[config.mk]
export PLATFORM = sky130hd
export DESIGN_NAME = i2s_clk_gen
export DESIGN_NICKNAME = d
export VERILOG_FILES = /design/src/rtl/i2s_clk_gen.sv
export SDC_FILE = /design/constraint.sdc
export NUM_CORES = 1
export LEC_CHECK = 0
export CAP_MARGIN = 20
export CORE_ASPECT_RATIO = 0.6
export CORE_UTILIZATION = 59
export CTS_BUF_LIST = sky130_fd_sc_hd__clkbuf_4
export CTS_CLUSTER_DIAMETER = 80
export DETAILED_ROUTE_END_ITERATION = 12
export PLACE_DENSITY = 0.79
export SLEW_MARGIN = 15
export SYNTH_ARGS = -nofsm -noshare
export SYNTH_HDL_FRONTEND = slang
export SYNTH_SLANG_ARGS = --single-unit
[constraint.sdc]
create_clock -name clk -period 2.9 [get_ports clk]
set_input_delay 0.29 -clock clk [delete_from_list [all_inputs] [get_ports clk]]
set_output_delay 0.29 -clock clk [all_outputs]
set_load 0.02 [all_outputs]
[src/rtl/i2s_clk_gen.sv]
// I2S BCLK/LRCK generator with frame-aligned, muted format switching.
// Optional master clock output enabled by defining I2S_MCLK_EN.
module i2s_clk_gen #(
   parameter int HALF_BASE   = 2,
   parameter int MUTE_CYCLES = 16
`ifdef I2S_MCLK_EN
   ,
   parameter int MCLK_MULT   = 4
`endif
) (
   input  logic       clk,
   input  logic       nrst,
   input  logic [2:0] clk_sel,
   output logic       bclk,
   output logic       lrck,
   output logic       bit_strobe,
   output logic       frame_start,
   output logic [2:0] active_sel,
   output logic       switching,
`ifdef I2S_MCLK_EN
   output logic       mclk,
`endif
   output logic       sel_err
);

   localparam int HW = $clog2(HALF_BASE + 1) + 5;
   localparam int MW = (MUTE_CYCLES > 1) ? $clog2(MUTE_CYCLES) : 1;

   typedef enum logic [1:0] {RUN, DRAIN, MUTE} state_t;

   state_t          state;
   logic [HW-1:0]   hc;
   logic [HW-1:0]   half;
   logic [HW-1:0]   last;
   logic [5:0]      bc;
   logic [5:0]      bc_next;
   logic [MW-1:0]   mc;
   logic [2:0]      pending;
   logic            toggle;
   logic            fall;

   assign half    = HW'(HALF_BASE) << active_sel;
   assign last    = half - HW'(1);
   assign bc_next = bc + 6'd1;
   assign toggle  = (hc == last);
   assign fall    = toggle && bclk;

   always_ff @(posedge clk or negedge nrst) begin
      if (!nrst) begin
         state       <= RUN;
         hc          <= '0;
         bc          <= '0;
         mc          <= '0;
         pending     <= '0;
         bclk        <= 1'b0;
         lrck        <= 1'b0;
         bit_strobe  <= 1'b0;
         frame_start <= 1'b0;
         active_sel  <= '0;
         switching   <= 1'b0;
         sel_err     <= 1'b0;
      end else begin
         bit_strobe  <= 1'b0;
         frame_start <= 1'b0;
         sel_err     <= (clk_sel > 3'd4);
         if (clk_sel <= 3'd4) pending <= clk_sel;

         case (state)
            RUN, DRAIN: begin
               if (toggle) begin
                  hc   <= '0;
                  bclk <= ~bclk;
                  if (bclk) begin
                     bc          <= bc_next;
                     lrck        <= bc_next[5];
                     bit_strobe  <= 1'b1;
                     frame_start <= (bc == 6'd63);
                  end
               end else begin
                  hc <= hc + HW'(1);
               end
               // DRAIN leaves only on the wrap edge, so the last frame is always whole
               if (state == RUN) begin
                  if (pending != active_sel) begin
                     state     <= DRAIN;
                     switching <= 1'b1;
                  end
               end else if (fall && bc == 6'd63) begin
                  if (pending == active_sel) begin
                     state     <= RUN;
                     switching <= 1'b0;
                  end else begin
                     state <= MUTE;
                     mc    <= '0;
                  end
               end
            end
            MUTE: begin
               bclk <= 1'b0;
               lrck <= 1'b0;
               bc   <= '0;
               hc   <= '0;
               if (mc == MW'(MUTE_CYCLES - 1)) begin
                  active_sel <= pending;
                  state      <= RUN;
                  switching  <= 1'b0;
               end else begin
                  mc <= mc + MW'(1);
               end
            end
            default: state <= RUN;
         endcase
      end
   end

`ifdef I2S_MCLK_EN
   logic [HW-1:0] mcnt;
   logic [HW-1:0] mq;
   logic [HW-1:0] mdiv;

   assign mq   = half / HW'(MCLK_MULT);
   assign mdiv = (mq == '0) ? HW'(1) : mq;

   // A BCLK rise re-phases mclk so both rise on the same clk
   always_ff @(posedge clk or negedge nrst) begin
      if (!nrst) begin
         mclk <= 1'b0;
         mcnt <= '0;
      end else if (state == MUTE) begin
         mclk <= 1'b0;
         mcnt <= '0;
      end else if (toggle && !bclk) begin
         mclk <= 1'b1;
         mcnt <= '0;
      end else if (mcnt == mdiv - HW'(1)) begin
         mclk <= ~mclk;
         mcnt <= '0;
      end else begin
         mcnt <= mcnt + HW'(1);
      end
   end
`endif

endmodule

# After elaboration in Yosys (flattened, before gate mapping)
# Cells that the tools add are included.
dict set report totals {
  reg_bits 31
  latchBits 0
  ramBits 0
  mem_bits_ro 0
  inputBits 5
  mem_count 0
}
dict set report classes {
  n_addsub 4
  n_mul 0
  div 0
  n_lt_le_gt_ge 2
  eq_ne 17
  shifts 1
  mux 33
  bitwise 1
  n_reduce_logical 11
}
# operator count
set op_table {}
lappend op_table {{4-bit 2-to-1 mux} 4}
lappend op_table {{1-bit 2-to-1 mux} 14}
lappend op_table {{2-bit inequality test (second input constant)} 7}
lappend op_table {{7-bit case mux with 2 select lines} 1}
lappend op_table {{6-bit 2-to-1 mux} 2}
lappend op_table {{6-bit case mux with 2 select lines} 1}
lappend op_table {{2-bit 2-to-1 mux} 5}
lappend op_table {{5-bit AND reduction} 2}
lappend op_table {{3-bit inequality test (second input constant)} 3}
lappend op_table {{4-bit case mux with 2 select lines} 1}
lappend op_table {{7-bit by 1-bit adder with 7-bit output (second input constant)} 1}
lappend op_table {{7-bit equality test} 1}
lappend op_table {{7-bit 2-to-1 mux} 1}
lappend op_table {{2-bit by 3-bit << shifter with 7-bit output (first input constant)} 1}
lappend op_table {{7-bit by 1-bit subtractor with 7-bit output (second input constant)} 1}
lappend op_table {{6-bit by 1-bit adder with 6-bit output (second input constant)} 1}
lappend op_table {{6-bit equality test (second input constant)} 1}
lappend op_table {{1-bit case mux with 2 select lines} 3}
lappend op_table {{3-bit AND reduction} 2}
lappend op_table {{4-bit by 1-bit adder with 4-bit output (second input constant)} 1}
lappend op_table {{4-bit equality test (second input constant)} 1}
lappend op_table {{2-bit case mux with 2 select lines} 1}
lappend op_table {{2-bit AND reduction} 2}
lappend op_table {{3-bit equality test} 1}
lappend op_table {{10 further kinds} 11}

# Longest topological paths before layout
# Gate-level depths: netlist of run 1.
dict set report depth {
  depth_word 8
  depth_mapped 11
}

# Worst setup path after synthesis of run 1
# OpenSTA, ideal clock, no wires.
dict set report synth_path {
  path_type {reg2reg}
  start {reg active_sel[2]}
  end {reg hc[4]}
  setup_time_ns 0.126
  arrival_ns 2.549
  required_ns 2.774
  setup_slack_ns 0.224
  path_stages_with_launch 10
  path_buffers 1
  period_less_slack_ns 2.676
  path_cell_list {dfrtp_1 > buf_2 > or3_2 > ha_1 > nor4b_2 > a211oi_2 > xnor2_2 > a31o_2 > nor3_2 > a311o_1}
}
dict set report synth_via {
  elab_chain_cells 5
}
# element line
set synth_rtl {}
lappend synth_rtl {{from (decl)} 18} ;# output logic [2:0] active_sel,
lappend synth_rtl {{from (signal assigned)} 104} ;# active_sel <= pending;
lappend synth_rtl {{2-bit by 3-bit << shifter with 7-bit output} 42} ;# assign half = HW'(HALF_BASE) << active_sel;
lappend synth_rtl {{7-bit by 1-bit subtractor with 7-bit output} 43} ;# assign last = half - HW'(1);
lappend synth_rtl {{7-bit equality test} 45} ;# assign toggle = (hc == last);
lappend synth_rtl {{7-bit 2-to-1 mux} 70} ;# if (toggle) begin
lappend synth_rtl {{7-bit case mux with 2 select lines} 68} ;# case (state)
lappend synth_rtl {{to (signal assigned)} 80} ;# hc <= hc + HW'(1);
lappend synth_rtl {{to (decl)} 32} ;# logic [HW-1:0] hc;
# Every way passes these cells.
# A chain may end at the register's enable or synchronous reset.

# Worst setup path in the final report of run 1
dict set report layout_path {
  start {reg active_sel[0]}
  end {reg hc[4]}
}
# The elaborated chain is that of the path after synthesis.

==> results of run 1 <==
==> final cells by class <==
class	count	area share
tap	32	0.0210
clock buffer	5	0.0196
multi-input combinational	119	0.441
sequential	30	0.393
clock inverter	2	0.0177
inverter	8	0.0157
timing repair buffer	19	0.0917
==> repair_timing <==
| item | in CTS | in global routing |
|---|---|---|
| setup endpoints to repair | 0 | 1 |
| hold buffers | 0 | 0 |
| endpoints found under the hold margin | 0 | 0 |
| setup buffers | 0 | 3 |
==> worst paths after layout <==
path / startpoint / end / slack, ps / cells after the start
worst max-delay path: active_sel[0] / hc[4] / 160 / 9
min in group clk: mc[0] / mc[0] / 500 / 1
worst min register to register: mc[0] / mc[0] / 500 / 1
worst max register to register: active_sel[0] / hc[4] / 160 / 9
worst min-delay path: nrst / mc[3] / 330 / 2
max in group asynchronous: nrst / hc[2] / 2280 / 2
==> sequential cells by signal, summed over array words and instances, names as in the netlist, 2 cells and up <==
name	cells
mc	4
hc	7
bc	5
pending	3
state	2
active_sel	3
==> where the power goes <==
| group | internal (W) | switching [W] | leakage (nW) |
|---|---|---|---|
| clock network | 0.000174 | 0.000140 | 0.0387 |
| registers | 0.000424 | 0.00000527 | 0.389 |
| logic | 0.0000178 | 0.0000192 | 0.439 |
==> cell families (layout without fill, tap and decap cells) <==
family,after synthesis,after routing,synth area share
and+or+nand+nor,57,57,0.189
AOI/OAI and AO/OA,39,39,0.170
DFF,30,30,0.447
buffers and inverters,16,34,0.0500
xor gates and xnor gates,10,10,0.0567
muxes,9,9,0.0574
adders and majority gates,4,4,0.0298
==> critical path, stage by stage, from the launching register on <==
cell and delay, ps:
dfrtp_1 470, or3_2 440, ha_1 280, nor4b_2 260, a211oi_2 80, xnor2_2 310, buf_4 170, a31o_2 210
nor3_2 70, a311o_1 330
==> per-layer routing <==
| metal | wire length (um) | GRT usage | up-vias |
|---|---|---|---|
| met5 | 0 | 0 | - |
| met3 | 180 | 0.0713 | 7 |
| li1 | - | - | 628 |
| met2 | 1510 | 0.404 | 31 |
| met4 | 40 | 0.104 | 0 |
| met1 | 1570 | 0.329 | 630 |
==> placed cells by master (no fill, tap or decap), drive strengths merged, types with 2 or more instances in the layout <==
master         synthesis  layout
inv                    8       8
clkbuf                 4       5
a21oi                  7       7
o21a                   2       2
mux2i                  4       4
nand3                 12      12
mux2                   5       5
clkdlybuf4s50          0      13
xor2                   4       4
a22o                   2       2
o21ai                 15      15
or3                    2       2
ha                     4       4
nor2                  16      16
nor3                   7       7
xnor2                  6       6
and3                   4       4
dfrtp                 30      30
buf                    4       6
a31oi                  4       4
nand2                  8       8
==> through the flow <==
| stage | std cells | power, W | area, um^2 |
|---|---|---|---|
| 2_1_floorplan | 165 | 0.000452 | 1680 |
| 3_3_place_gp | 205 | 0.000475 | 1820 |
| 3_5_place_dp | 205 | 0.000476 | 1820 |
| 4_1_cts | 212 | 0.000784 | 1890 |
| 5_1_grt | 215 | 0.000806 | 1910 |
| 6_report | 215 | 0.000781 | 1910 |
==> impl_results.md, run 1 <==
- Largest net degree at the start of global routing: 31
- Leak: between 0.8 and 0.9 nW
- CTS root buf: clkbuf_4
- Synth cell types: between 40 and 50
- Post-CTS Resized: 0
- CP startpoint kind: flip-flop
- Hold Path Class: input port to async pin
- Leading area contributor after synthesis: dfrtp_1
- Die X: roughly 71 um
- Vias in the first global route: between 1,000 and 1,500
- Post-synth net total: 174
- Pwr Density: 409 nW/um^2
- Fin util: 0.737
- Core area: 2590 um^2
- TritonCTS Buffers: 5
- CTS tree: done
- # diodes: 0
- Slew HR: 0.651
- Initial antenna violation count: 0
- Max IR drop VDD: ~0.29 mV
- CP arrival: ~3000 ps
- Height of the die: 43.3 um
- Vias: 1,296
- Final worst path period share: 0.945
- Total Neg Setup Slack: 0 ps
- Layout cells sized above 1: 0.169
- Fillers: approximately 200
- First-pass GRT wire length: ~5.7 mm
- DRT Pass-1 Iters: 4
- Share of the synthesized area in the top cell type: 0.447
- Number of vias per cell: 6.03
- Most frequent cell after synthesis: dfrtp_1
- Fin. max-slew vios: 0
- Post-synth EDFFs: 0
- Yosys reg bits: 30
- PortBufs: 13
- Top cells by area, synth: dfrtp_1 45%, o21ai_0 3.9%, nand3_1 3.6%
- CTS Buffer Depth: 2
- Worst Path Max Fanout: 8
- H-tree levels: 2
- Post-synthesis cell count: approximately 170
- Post-route ant nets: 0
- Ys Warns: 0
- Final hold vios: 0
- Worst skew pair latency: about 330 ps
- Fraction of registers with async set or reset after synthesis: 1.00
- CP Capture Type: flip-flop
- Grt total ovfl: 0
- Area of the multi-input gates: around 840 um^2
- Worst EP required: 3110 ps
- Setup violators final: 0
- Dominant synthesized flop cell: dfrtp_1
- Starting DRT DRC Count: between 100 and 150
- Worst Clk Skew: a little over 5 ps
- Setup CP Type: flip-flop to flip-flop
- DRT Wirelength: between 3 and 4 mm
- Final hold slack: roughly 330 ps
- Area growth syn-to-layout: 13.9%
- Seq/Total Area, Yosys: 0.447
- WL/cell: 15.4 um
- Dpl ws: roughly 150 ps
- Synth top cells by count: 30 x dfrtp_1, 15 x nor2_1, 13 x o21ai_0, 12 x nand3_1
- Ports: 14
- Die area: about 3000 um^2
- Post-Syn Area: ~1700 um^2
- Syn_area_per_cell: approximately 10 um^2
- Residual DRC: 0
- Unrepaired setup endpoints after global routing: false
- Final Worst Setup Slack: approximately 160 ps
- Status: finished clean
- Overall Global Routing Usage: 0.252
- Worst-margin pin slew: 523 ps
- Sequential cell area: between 700 and 800 um^2
- Clk sinks: 30
- Row cnt: 14
- Post-detail-place hpwl: around 2.3 mm
- GPL Wtd Cong: between 0.7 and 0.8
- CTS clk-pin slew, worst paths: ~90 ps
- Max-cap violations: 0
- Starting Density: 0.647
- Fin nets: between 150 and 200
- Fmax: ~370 MHz
- Final min period: between 2000 and 3000 ps
Note: power is estimated with default switching activity, not from simulation.
==> inputs of run 2 (changes only) <==
CAP_MARGIN = default   (was 20)
CORE_UTILIZATION = 54   (was 59)
PLACE_DENSITY = 0.76   (was 0.79)
RECOVER_POWER = 100   (was default)
clock period = 2.38 ns   (was 2.9 ns; I/O delays follow)
==> impl_results.md, run 2 (synthesis gave the netlist of run 1 again) <==
- Fin util: 0.687 (-0.0501)
- Int Pwr: 0.000646 W (+4.8%)
- Largest register by flop count: hc
- Largest net degree at the start of global routing: 18 (-42%)
- Leak: 0.902 nW (+4.0%)
- Clock power frac: 0.337 (-0.066)
- Final min period: 2330 ps (-407 ps)
- Overall Global Routing Usage: 0.231 (-0.0208)
- Height of the die: 45.2 um (+4.3%)
- Setup CP Type: flip-flop to flip-flop
- Worst EP required: 2620 ps (-490 ps)
- Number of vias per cell: 5.64 (-6.5%)
- Ports: 14 (unchanged)
- Final worst path period share: 0.980 (+0.0353)
- Net Sw Power: 0.000209 W (+27%)
- Fin nets: 197 (+2.6%)
- Logic pwr share: 0.050 (+0.003)
- Largest register FFs: 7 (unchanged)
- Clk sinks: 30 (unchanged)
- Die X: 74.0 um (+4.4%)
- Setup violators final: 0 (unchanged)
- CTS Buffer Depth: 2 (unchanged)
- Status: finished clean
- Worst-margin pin slew: 770 ps (+247 ps)
- Power, Total: 0.000854 W (+9.4%)
- Starting Density: 0.577 (-0.0704)
- Final hold vios: 0 (unchanged)
- TritonCTS Buffers: 5 (unchanged)
- H-tree levels: 2 (unchanged)
- CTS root buf: clkbuf_4
- CTS clk-pin slew, worst paths: 100 ps (about the same)
- Row cnt: 15 (+1)
- Layout cells sized above 1: 0.222 (+0.0528)
- Worst Path Max Fanout: 7 (-1)
- Sw Share: 0.244 (+0.0331)
- Max-cap violations: 0 (unchanged)
- Fmax: 429 MHz (+17%)
- Commonest non-fill, non-tap cell in the layout: dfrtp_1
- Core area: 2910 um^2 (+12%)
- Starting DRT DRC Count: 68 (-49%)
- CP startpoint kind: flip-flop
- Slew HR: 0.487 (-0.164)
- Worst skew pair latency: 320 ps (about the same)
- Most frequent cells in the layout: 28 x dfrtp_1, 14 x nor2_1, 12 x o21ai_0, 12 x nand3_1, 11 x dlygate4sd3_1
- Largest regs: hc (7), bc (5), mc (4)
- CP Capture Type: flip-flop
- Initial antenna violation count: 0 (unchanged)
- Hold Path Class: input port to async pin
- GPL Wtd Cong: 0.809 (+9.8%)
- # diodes: 0 (unchanged)
- PortBufs: 13 (unchanged)
- WL/cell: 14.8 um (-3.9%)
- First-pass GRT wire length: 5.58 mm (-2.4%)
- Sequential Power Share: 0.612 (+0.062)
- Die area: 3340 um^2 (+8.9%)
- Vias in the first global route: 1,228 (-0.24%)
- Vias: 1,302 (+0.46%)
- Post-route ant nets: 0 (unchanged)
- Grt total ovfl: 0 (unchanged)
- Final hold slack: 408 ps (+73.0 ps)
- DRT Pass-1 Iters: 4 (unchanged)
- Pwr Density: 428 nW/um^2 (+4.6%)
- DRT Wirelength: 3.41 mm (+3.3%)
- Unrepaired setup endpoints after global routing: true
- Max IR drop VDD: 0.377 mV (+32%)
- Total Neg Setup Slack: 0 ps (unchanged)
- Fin. max-slew vios: 0 (unchanged)
- CTS tree: done
- Area growth syn-to-layout: 19.1%
- Worst Clk Skew: 6.76 ps (+1.64 ps)
- Residual DRC: 0 (unchanged)
- CP arrival: 2580 ps (-370 ps)
- Post-detail-place hpwl: 2.54 mm (+8.0%)
## run 2: changes by cell type in the layout (fill, tap and decap cells not counted), moves of 2 or more
cell and delta:
clkdlybuf4s50_1 -11, dlygate4sd3_1 +11, buf_6 +2, clkbuf_1 +2, dfrtp_1 -2, dfrtp_2 +2
or3_4 +2
## run 2: power by group through the flow
stage,combinational [W],sequential (W),clock (W)
after floorplan,0.0000145,0.000536,0
after global placement,0.0000447,0.000533,0
after detailed placement,0.0000465,0.000534,0
after CTS,0.0000469,0.000523,0.000301
after global routing,0.0000480,0.000524,0.000323
final,0.0000431,0.000523,0.000288
## run 2: timing repair
action,4_1_cts,5_1_grt
hold buffers,0,0
pin swaps,8,2
gates resized for setup,3,5
setup buffers,2,1
endpoints found under the setup margin,7,12
## run 2: layout make-up
cell class                 count  area, um^2
fill                         227         911
clock buffer                   5        37.5
tap                           42        52.6
inverter                       8        30.0
timing repair buffer          24         213
clock inverter                 3        16.3
sequential                    30         753
multi-input combinational    119         896
## run 2: per-layer routing
metal  vias to the layer above  track usage  wire length [um]
li1                        633            -                 -
met1                       628        0.302              1630
met2                        34        0.369              1580
met3                         7       0.0692               162
met4                         0       0.0846                39
met5                         -            0                 0
## run 2: through the flow
stage / std cells / instance area, um^2 / setup WS (ps)
floorplan: 165 / 1710 / -91.0
global placement: 220 / 1890 / 19.0
detailed placement: 220 / 1890 / -77.7
CTS: 230 / 1980 / 1.19
global route: 231 / 2000 / -39.4
finish: 231 / 2000 / 47.8
## run 2: path summary, 6_finish.rpt
path | startpoint | to | slack (ps) | cells past startpoint
setup / recovery | active_sel[1] | bc[3] | 50 | 9
hold / removal | nrst | mc[0] | 410 | 1
setup reg to reg | active_sel[1] | bc[3] | 50 | 9
hold reg to reg | mc[0] | mc[0] | 520 | 1
max in group asynchronous | nrst | hc[5] | 840 | 2
min in group clk | clk_sel[2] | pending[2] | 490 | 2
## run 2: critical path: stages, from the launching register on
cell	delay [ps]
dfrtp_2	430
or3_4	380
ha_4	200
o211a_1	130
a211oi_2	220
xnor2_2	150
buf_6	150
nand4_4	140
or3_4	370
o211ai_2	70
==> patch 1: new RTL, settings of run 1 <==
The 3 states of `state_t` get a one-hot encoding in 3 bits.
--- a/src/rtl/i2s_clk_gen.sv
+++ b/src/rtl/i2s_clk_gen.sv
@@ -26,7 +26,7 @@
    localparam int HW = $clog2(HALF_BASE + 1) + 5;
    localparam int MW = (MUTE_CYCLES > 1) ? $clog2(MUTE_CYCLES) : 1;
 
-   typedef enum logic [1:0] {RUN, DRAIN, MUTE} state_t;
+   typedef enum logic [2:0] {RUN = 3'b001, DRAIN = 3'b010, MUTE = 3'b100} state_t;
 
    state_t          state;
    logic [HW-1:0]   hc;
Function: same outputs for any inputs over 10 cycles, from zero or initial values and one cycle with nrst low; not proved beyond that.
==> patch 1 against run 1 <==
  * Sequential cell count up 1
  * Wire length up 10%
  * Area after synthesis up 5.6%
  * Sequential share of layout area down 1.1 points
  * Final area up 6.5%
  * Global-route usage up 1.1 points
  * Setup slack better by 0.016 ns
Power is not compared: it rests on default switching activity, and its combinational part moved more than twofold at a synthesized area within 25%.
==> patch 1: results (changes against run 1) <==
[worst_setup_path]
rrSetupSlack_ns=0.18  ; +0.02 ns
r2r_cells=8  ; -1
path_max_fanout=4  ; -4
cp_data_arrival_time_ns=2.98  ; +0.03 ns
max_stage_delay_ns=0.51  ; +0.04 ns
slowest_stage=or4_1
crit_family=simple AND/OR/NAND/NOR gates
r2r-end=bc[3]

[global_route]
track_usage_pct=26.3  ; +1.1 points
grt_antenna_before_repair=0  ; unchanged
grt_max_degree=17  ; -45%
grt_pass1_vias=1282  ; +4.1%
grt_pass1_wl_mm=6.25  ; +9.4%

[routing]
wl_per_cell_um=14.6  ; -5.1%
viasPerCell=5.88  ; -2.4%
first_pass_iters=4  ; unchanged
drtIter0Drc=71  ; -47%

[final_layout]
nets=218  ; +14%
drive_gt1_share_pct=14.8  ; -2.2 points

[timing]
tightest_slew_ns=0.776  ; +0.253 ns
skew_ns=0.00494  ; -0.000190 ns

[synth]
synth_mux_area_share_pct=4.31  ; -1.4 points
synth-compound-area-share_pct=16.4  ; -0.62 points
synth_area_leaders=dfrtp_1 42%, nor2_1 4.4%, xnor2_1 4.4%, nand2_1 4.0%, nand3_1 3.4%
syn-num-nets=197  ; +13%
synth_xor_area_share_pct=5.93  ; +0.26 points
ys_types=46  ; +2.2%
synth_common_cells=30 x dfrtp_1, 21 x nor2_1, 19 x nand2_1, 12 x nand3_1, 10 x o21ai_0
synthArstFlopShare_pct=100  ; unchanged
synthAdderAreaFrac_pct=2.82  ; -0.16 points
yosysSeqAreaShare_pct=43.9  ; -0.89 points

[outcome]
outcome=finished, final reports clean

[clock_network]
htreeDepth=2  ; unchanged
numCtsBuffers=5  ; unchanged
clockRootBuffer=clkbuf_4
cts_buffer_depth=2  ; unchanged

[placement]
gp_congestion=0.819  ; +11%
dp_hpwl_mm=2.72  ; +16%
dp_slack_ns=0.212  ; +0.0654 ns

## patch 1: changes by cell type after synthesis, sizes merged, moves of 3 or more
cell / delta
o21ai: -5
xnor2: +3
a31oi: -3
nand2: +12
nor2: +6
nand3b: +4
## patch 1: cell type report
class,instances,area [µm²]
flip-flops and latches,31,777
inverters,7,26.3
clock buffers,7,52.6
well taps,40,50.0
multi-input cells,144,942
repair buffers,20,183
clock inverters,1,5.00
fillers,188,627
## patch 1: how the worst max path moves through the flow
| stage | slack, ns | to | startpoint |
|---|---|---|---|
| 6_report | 0.18 | bc[3] | active_sel[0] |
| 5_1_grt | 0.04 | bc[3] | active_sel[0] |
| 4_1_cts | 0.19 | bc[3] | active_sel[0] |
| 3_5_place_dp | 0.21 | bc[3] | active_sel[0] |
| 3_3_place_gp | 0.27 | bc[3] | active_sel[0] |
| 2_1_floorplan | 0.01 | bc[3] | active_sel[1] |
## patch 1: power breakdown
| part | internal [W] | switching (W) | total, W |
|---|---|---|---|
| logic | 0.000292 | 0.000360 | 0.000652 |
| registers | 0.000522 | 0.000124 | 0.000646 |
| clock network | 0.000113 | 0.000144 | 0.000257 |
## patch 1: layer usage
metal	track usage (%)	vias up	wire length, µm
li1	-	713	-
met1	40.5	711	1800
met2	37.2	43	1550
met3	6.15	4	268
met4	6.67	0	25
met5	0	-	0
## patch 1: metrics by stage
stage               util, %  cells  hold slack, ns  area (µm²)  total power, W
floorplan                 -    188        -0.00559        1770         0.00111
global placement       74.3    242           0.509        1980         0.00127
detailed placement     74.3    242           0.526        1980         0.00130
CTS                    76.5    250           0.438        2040         0.00156
global route           76.5    250           0.456        2040         0.00166
finish                 76.5    250           0.412        2040         0.00156
==> patch 2: new RTL, config.mk and constraints of run 1 <==
Made on the original files. Change the parameter `HALF_BASE` from 2 to 4.
--- a/src/rtl/i2s_clk_gen.sv
+++ b/src/rtl/i2s_clk_gen.sv
@@ -1,7 +1,7 @@
 // I2S BCLK/LRCK generator with frame-aligned, muted format switching.
 // Optional master clock output enabled by defining I2S_MCLK_EN.
 module i2s_clk_gen #(
-   parameter int HALF_BASE   = 2,
+   parameter int HALF_BASE   = 4,
    parameter int MUTE_CYCLES = 16
 `ifdef I2S_MCLK_EN
    ,
Function: changed (Yosys sat finds a counterexample within 4 cycles, from zero or initial values and one cycle with nrst low).
==> patch 2 against run 1 <==
  * Global-route usage decreased by 1.8 points
  * Highest routed layer unchanged
  * Sequential power rose by 2%
  * Combinational power decreased by 14%
  * Wire length up 0.82%
  * Final area is 6.1% higher
  * Critical endpoint is now lrck
  * Sequential cell count is 1 higher
  * Largest cell class unchanged
  * Area after synthesis increased by 0.97%
  * Power increased by 2.8%
  * Cell count grew 4.7%
  * Setup slack got worse by 0.080 ns
  * Clock power grew 5%
  * Via count increased by 3.7%
==> patch 2: results (changes against run 1) <==
[synth]
synthAdderAreaFrac_pct=2.95  ; -0.029 points
syn-num-nets=175  ; +0.57%
synth_mux_area_share_pct=5.17  ; -0.57 points
synth-compound-area-share_pct=14.0  ; -3.0 points
synth_common_cells=31 x dfrtp_1, 16 x nor2_1, 14 x nand2_1, 9 x xnor2_1, 6 x nand3_1
synth_top_area_share_pct=45.8  ; +1.0 points
yosysSeqAreaShare_pct=45.8  ; +1.0 points
synth_area_leaders=dfrtp_1 46%, xnor2_1 4.7%, nor2_1 3.5%, nand2_1 3.1%, ha_1 3.0%

[placement]
gp_congestion=0.926  ; +26%
dp_hpwl_mm=2.28  ; -2.7%

[global_route]
grt_pass1_wl_mm=5.39  ; -5.7%
track_usage_pct=23.4  ; -1.8 points
grt_max_degree=32  ; +3.2%

[pwr]
p_comb_w=0.0000318  ; -14%
pg_seq_w=0.000440  ; +2%
p_leak_nw=0.898  ; +3.6%
peakVddDrop_mv=0.303  ; +5.8%
power_switching_w=0.000174  ; +5.7%

[worst_setup_path]
cp_data_arrival_time_ns=3.04  ; +0.09 ns
slowest_stage=or4b_1
r2r_cells=8  ; -1
max_stage_delay_ns=0.49  ; +0.02 ns
path_max_fanout=5  ; -3

[timing]
tightest_slew_ns=0.721  ; +0.198 ns
skew_ns=0.00736  ; +0.00223 ns

[final_layout]
nets=201  ; +4.7%
largest_registers=hc (8), bc (5), mc (4)
drive_gt1_share_pct=21.2  ; +4.3 points

[outcome]
outcome=finished, final reports clean

[clock_network]
clockRootBuffer=clkbuf_4

[routing]
vias=1344  ; +3.7%
wl_per_cell_um=14.8  ; -3.7%

-- patch 2: cell count changes in the layout (fill, tap and decap cells not counted), moves of 3 or more --
cell     before  now
nand3_1      12    6
nor4_2        0    3
buf_4         6   13
xnor2_1       5    9
o21ai_0      13    2
or2_2         0    3
inv_1         8    5
a221o_1       0    3
mux2_1        0    3
nand2_1       8   14
-- patch 2: final cells by class --
cell class	instances	area, µm²
well taps	32	40.0
flip-flops and latches	31	778
inverters	7	26.3
clock inverters	3	38.8
multi-input cells	121	878
clock buffers	5	37.5
fillers	170	583
repair buffers	26	228
-- patch 2: worst paths after layout --
check                           slack (ns)            end          start
max in group asynchronous             2.24  active_sel[2]           nrst
min in group clk                      0.50     pending[2]     clk_sel[2]
worst min register to register        0.55     pending[2]     pending[2]
worst min-delay path                  0.34          hc[4]           nrst
worst max register to register        0.08           lrck  active_sel[2]
worst max-delay path                  0.08           lrck  active_sel[2]
-- patch 2: stage by stage --
step	setup WS [ns]	cell area [µm²]	utilization (%)	std cells	total power [W]
after global routing	-0.00689	2030	77.7	225	0.000828
after detailed placement	0.0353	1870	71.6	210	0.000481
after floorplan	0.00495	1700	-	166	0.000462
after CTS	0.00381	1940	74.5	218	0.000811
after global placement	0.127	1870	71.6	210	0.000481
final	0.0804	2030	77.7	225	0.000803
-- patch 2: logic make-up after synthesis --
kind of cell    after synthesis
fa+ha+maj                     4
mux                           8
flops                        31
buf+inv                      14
xor+xnor                     13
simple gates                 65
compound gates               31
-- patch 2: routing by layer --
layer / vias up / GRT usage, % / wire length [µm]
met5: - / 0 / 0
met4: 0 / 10.8 / 40
met3: 5 / 7.21 / 197
met2: 44 / 32.6 / 1440
met1: 644 / 33.6 / 1650
li1: 651 / - / -
